<file path="src/rtl/serial_pkg.sv">
// Shared serial link definitions: FSM encoding and line levels,
// common to the transmit and receive ends.
package serial_pkg;

   typedef enum logic [1:0] {
      IDLE  = 2'd0,
      START = 2'd1,
      DATA  = 2'd2,
      STOP  = 2'd3
   } state_t;

   localparam logic TX_IDLE_LEVEL = 1'b1;
   localparam logic START_LEVEL   = 1'b0;
   localparam logic STOP_LEVEL    = 1'b1;

endpackage

</file>
<file path="src/rtl/serial_tx_bit_timer.sv">
// Bit-period divider: tick marks the last clock of each
// DIV-clock bit period; clear restarts the period.
module bit_timer #(
   parameter int DIV = 1
) (
   input  logic clk,
   input  logic rst,
   input  logic clear,
   output logic tick
);

   localparam int CW = $clog2(DIV + 1);
   localparam logic [CW-1:0] LAST = CW'(DIV - 1);

   logic [CW-1:0] cnt;

   always_ff @(posedge clk) begin
      if (rst || clear) begin
         cnt <= '0;
      end else if (cnt == LAST) begin
         cnt <= '0;
      end else begin
         cnt <= cnt + CW'(1);
      end
   end

   assign tick = (cnt == LAST);

endmodule

</file>
<file path="src/rtl/serial_tx.sv">
// Framed serial transmitter: start bit, WIDTH data bits LSB
// first, stop bit, each held DIV clocks; line idles high.
module serial_tx
   import serial_pkg::*;
#(
   parameter int WIDTH = 8,
   parameter int DIV   = 1
) (
   input  logic             clk,
   input  logic             rst,
   input  logic [WIDTH-1:0] data_in,
   input  logic             valid,
   output logic             ready,
   output logic             tx,
   output logic             busy,
   output logic             done
);

   localparam int BW = $clog2(WIDTH + 1);
   localparam logic [BW-1:0] LAST_BIT = BW'(WIDTH - 1);

   state_t           state_q, state_d;
   logic [WIDTH-1:0] shift_q, shift_d;
   logic [BW-1:0]    bit_q, bit_d;
   logic             tx_d, done_d;
   logic             accept, tick;

   assign ready  = (state_q == IDLE);
   assign busy   = (state_q != IDLE);
   assign accept = ready && valid;

   bit_timer #(.DIV(DIV)) u_timer (
      .clk   (clk),
      .rst   (rst),
      .clear (accept),
      .tick  (tick)
   );

   always_comb begin
      state_d = state_q;
      shift_d = shift_q;
      bit_d   = bit_q;
      done_d  = 1'b0;
      unique case (state_q)
         IDLE: begin
            if (valid) begin
               state_d = START;
               shift_d = data_in;
               bit_d   = '0;
            end
         end
         START: begin
            if (tick) state_d = DATA;
         end
         DATA: begin
            if (tick) begin
               shift_d = shift_q >> 1;
               if (bit_q == LAST_BIT) begin
                  state_d = STOP;
                  bit_d   = '0;
               end else begin
                  bit_d = bit_q + BW'(1);
               end
            end
         end
         STOP: begin
            if (tick) begin
               state_d = IDLE;
               done_d  = 1'b1;
            end
         end
         default: state_d = IDLE;
      endcase
   end

   // tx is registered from the next state so the line never glitches
   always_comb begin
      tx_d = TX_IDLE_LEVEL;
      unique case (state_d)
         IDLE:    tx_d = TX_IDLE_LEVEL;
         START:   tx_d = START_LEVEL;
         DATA:    tx_d = shift_d[0];
         STOP:    tx_d = STOP_LEVEL;
         default: tx_d = TX_IDLE_LEVEL;
      endcase
   end

   always_ff @(posedge clk) begin
      if (rst) begin
         state_q <= IDLE;
         shift_q <= '0;
         bit_q   <= '0;
         tx      <= TX_IDLE_LEVEL;
         done    <= 1'b0;
      end else begin
         state_q <= state_d;
         shift_q <= shift_d;
         bit_q   <= bit_d;
         tx      <= tx_d;
         done    <= done_d;
      end
   end

endmodule
</file>
<file path="config.mk">
export PLATFORM = sky130hd
export DESIGN_NAME = serial_tx
export DESIGN_NICKNAME = d
export VERILOG_FILES = /design/src/rtl/serial_pkg.sv /design/src/rtl/serial_tx_bit_timer.sv /design/src/rtl/serial_tx.sv
export SDC_FILE = /design/constraint.sdc
export NUM_CORES = 1
export LEC_CHECK = 0
export CAP_MARGIN = 20
export CORE_MARGIN = 2
export CORE_UTILIZATION = 25
export CTS_CLUSTER_DIAMETER = 60
export DETAILED_ROUTE_END_ITERATION = 16
export GPL_ROUTABILITY_DRIVEN = 1
export PLACE_DENSITY = 0.41
export SLEW_MARGIN = 20
export SYNTH_ARGS = -nofsm -noshare
export SYNTH_HDL_FRONTEND = slang
export SYNTH_SLANG_ARGS = --single-unit
</file>
<file path="constraint.sdc">
create_clock -name clk -period 3.5 [get_ports clk]
set_clock_uncertainty 0.1 [all_clocks]
set_input_delay 0.7 -clock clk [delete_from_list [all_inputs] [get_ports clk]]
set_output_delay 0.7 -clock clk [all_outputs]
set_load 0.005 [all_outputs]
</file>
==> run_results.csv <==
group,metric,value,unit
sta,fmax,415.9,MHz
floorplan,core_area,0.002978,mm2
drt,drc,0,
global_route,overflow,0,
min_path,hold_class,"reg -> reg",
sta,slew_headroom,51.18,%
critical_path,path_buf_inv,2,
min_path,hold_depth,2,
critical_path,slowest_stage,"clkdlybuf4s50_1",
critical_path,cp-start-kind,"flop",
critical_path,ff2ff_setup_slack,1250,ps
placed_design,portBuffers,14,
critical_path,arrival,1600,ps
drt,via_per_inst,4.833,
synthesis,syn_area_per_cell,9.556,um2
synthesis,yosysUniqueCellTypes,29,
global_route,antenna_found_initial,0,
synthesis,yosys-top-cells-area,"dfxtp_1 45%, a21oi_1 7.9%, a22oi_1 6.9%, buf_6 4.4%, nand2_1 3.9%",
sta,worst_slew_pin_slew,729.1,ps
cts,cts_made_buffers,3,
synthesis,synth.largest_area_cell,"dfxtp_1",
synthesis,synthFlopType,"dfxtp_1",
pwr,total_power,0.3913,mW
drt,dr_total_vias,609,
cts,cts.sinks,17,
critical_path,critical_path.endpoint_type,"output pin",
critical_path,crit_type,"reg -> out",
global_route,grt_pass1_vias,644,
drt,drt_wl_total,1.552,mm
pwr,p_per_area,421.5,mW/mm2
sta,min_period_over_period,68.70,%
global_route,grt_pass1_wl,2.842,mm
floorplan,dieWidth,59.30,um
synthesis,syn-num-nets,93,
critical_path,path_cells,"or2_2, inv_1, clkdlybuf4s50_1",
placed_design,gp_congestion,0.7489,
floorplan,io-pin-count,15,
min_path,min_from,"shift_q[3]",
floorplan,row_count,20,
sta,setup_viol,0,
finish,nets,107,
synthesis,synth_edf_count,0,
critical_path,cp_top_family,"buffers and inverters",
floorplan,dieHeight,59.30,um
cts,ctsHtreeMaxLevel,1,
cts,cts_root_buffer,"clkbuf_4",
finish,most-common-layout-cells,"17 x dfxtp_1, 14 x clkdlybuf4s50_1, 12 x a21oi_1",
cts,cts_tree,"yes",
floorplan,dieArea,0.003516,mm2
global_route,grt_max_degree,17,
sta,slew_viol_final,0,
finish,area_growth,21.44,%
cts,cts-resized-gates,0,
global_route,grt_usage,10.85,%
critical_path,r2r_start,"state_q[1]",
finish,antenna_cells,0,
sta,whs,367.4,ps
cts,path_clk_slew,110,ps
synthesis,synth_area,764.5,um2
drt,wl_per_cell,12.32,um
sta,finalHoldViolCount,0,
synthesis,synth_top_area_share,44.52,%
sta,min_period,2404,ps
drt,postRouteAntennaNets,0,
critical_path,r2r_end,"tx",
critical_path,reg2reg_depth,6,
drt,drt_pass1_iterations,4,
cts,cts_hold_buf,0,
synthesis,synth_warnings,0,
sta,rsz0062_at_grt,"false",
drt,initialDrtViolationCount,23,
outcome,status,"complete, no violations",
flow_run,maxCapViolCount,0,
synthesis,ys_seq_area_share,44.52,%
floorplan,initial_utilization,25.67,%
sta,layout_setup_ws,1096,ps
cts,clk_latency,300,ps
critical_path,critPathMaxFanout,9,
critical_path,critPathMaxStageDelay,490,ps
finish,final_common_cell,"dfxtp_1",
cts,max-clock-path-buffers,2,
finish,fin_util,31.18,%
finish,layout-drive-gt1-share,9.677,%
cts,postCtsSetupBuffers,0,
placed_design,dp.final_hpwl,1.067,mm
pwr,power.leakage,0.3310,nW
synthesis,synth_cells,80,
pwr,peakVddDrop,0.1137,mV
critical_path,worstPathRequired,2700,ps
synthesis,synth_seq_cells,17,
min_path,min_to,"shift_q[3]",
synthesis,async_flop_share,0,%
sta,fin_tns_setup,0,ps
placed_design,preCtsSetupSlack,911.1,ps
-- how the worst max path moves through the flow --
stage                     startpoint  cells after the start     to
after floorplan                valid                      5     tx
after global placement         valid                      7     tx
after detailed placement       valid                      7     tx
after CTS                 state_q[1]                      3  ready
after global routing      state_q[1]                      3  ready
final                     state_q[0]                      3  ready
-- worst register-to-register path, cell delays in order (launching register included) --
cell,delay (ps)
dfxtp_1,530
nor3b_2,680
a221o_1,320
ha_1,200
inv_1,50
a21oi_1,160
o41ai_2,100
-- logic make-up after synthesis --
| group | synth area share [%] |
|---|---|
| compound gates | 18.82 |
| xor+xnor | 2.292 |
| fa+ha+maj | 3.273 |
| buf+inv | 7.364 |
| flops | 44.52 |
| other cells | 0.4905 |
| simple gates | 23.24 |
-- state kept, by name (all words and copies together) (netlist names) --
register,flops
state_q,2
u_timer.cnt,1
tx,1
done,1
bit_q,4
shift_q,8
-- layer usage --
metal  vias to the layer above  wire length, um  global-route usage, %
li1                        307                -                      -
met1                       286              723                  12.33
met5                         -                0                      0
met2                        14              726                  18.68
met4                         0                9                  5.844
met3                         2               93                  2.402
-- power breakdown --
part / total [mW] / switching (mW) / internal, mW
clock network: 0.109 / 0.0667 / 0.0425
registers: 0.215 / 0.00985 / 0.205
logic: 0.0673 / 0.0303 / 0.0370
-- synth_stat cells, drive strengths merged, types with 2 or more instances --
cell type,count
dfxtp,17
nand3b,2
buf,4
nor2b,2
nand2,8
a22oi,7
nor2,5
a21oi,12
ha,2
inv,3
nor3b,4
-- per-stage QoR --
| step | instance area (um2) | instances |
|---|---|---|
| after floorplan | 764.5 | 80 |
| after global placement | 900.9 | 122 |
| after detailed placement | 900.9 | 122 |
| after CTS | 928.4 | 126 |
| after global routing | 928.4 | 126 |
| final | 928.4 | 126 |
-- cell type report --
class | instances | area (um2)
clock buffer | 3 | 22.52
clock inverter | 1 | 5.005
fill | 315 | 2049
inverter | 3 | 11.26
multi-input combinational | 55 | 367.9
sequential | 17 | 340.3
tap | 33 | 41.29
timing repair buffer | 14 | 140.1
Note: power is estimated with default switching activity, not from simulation.
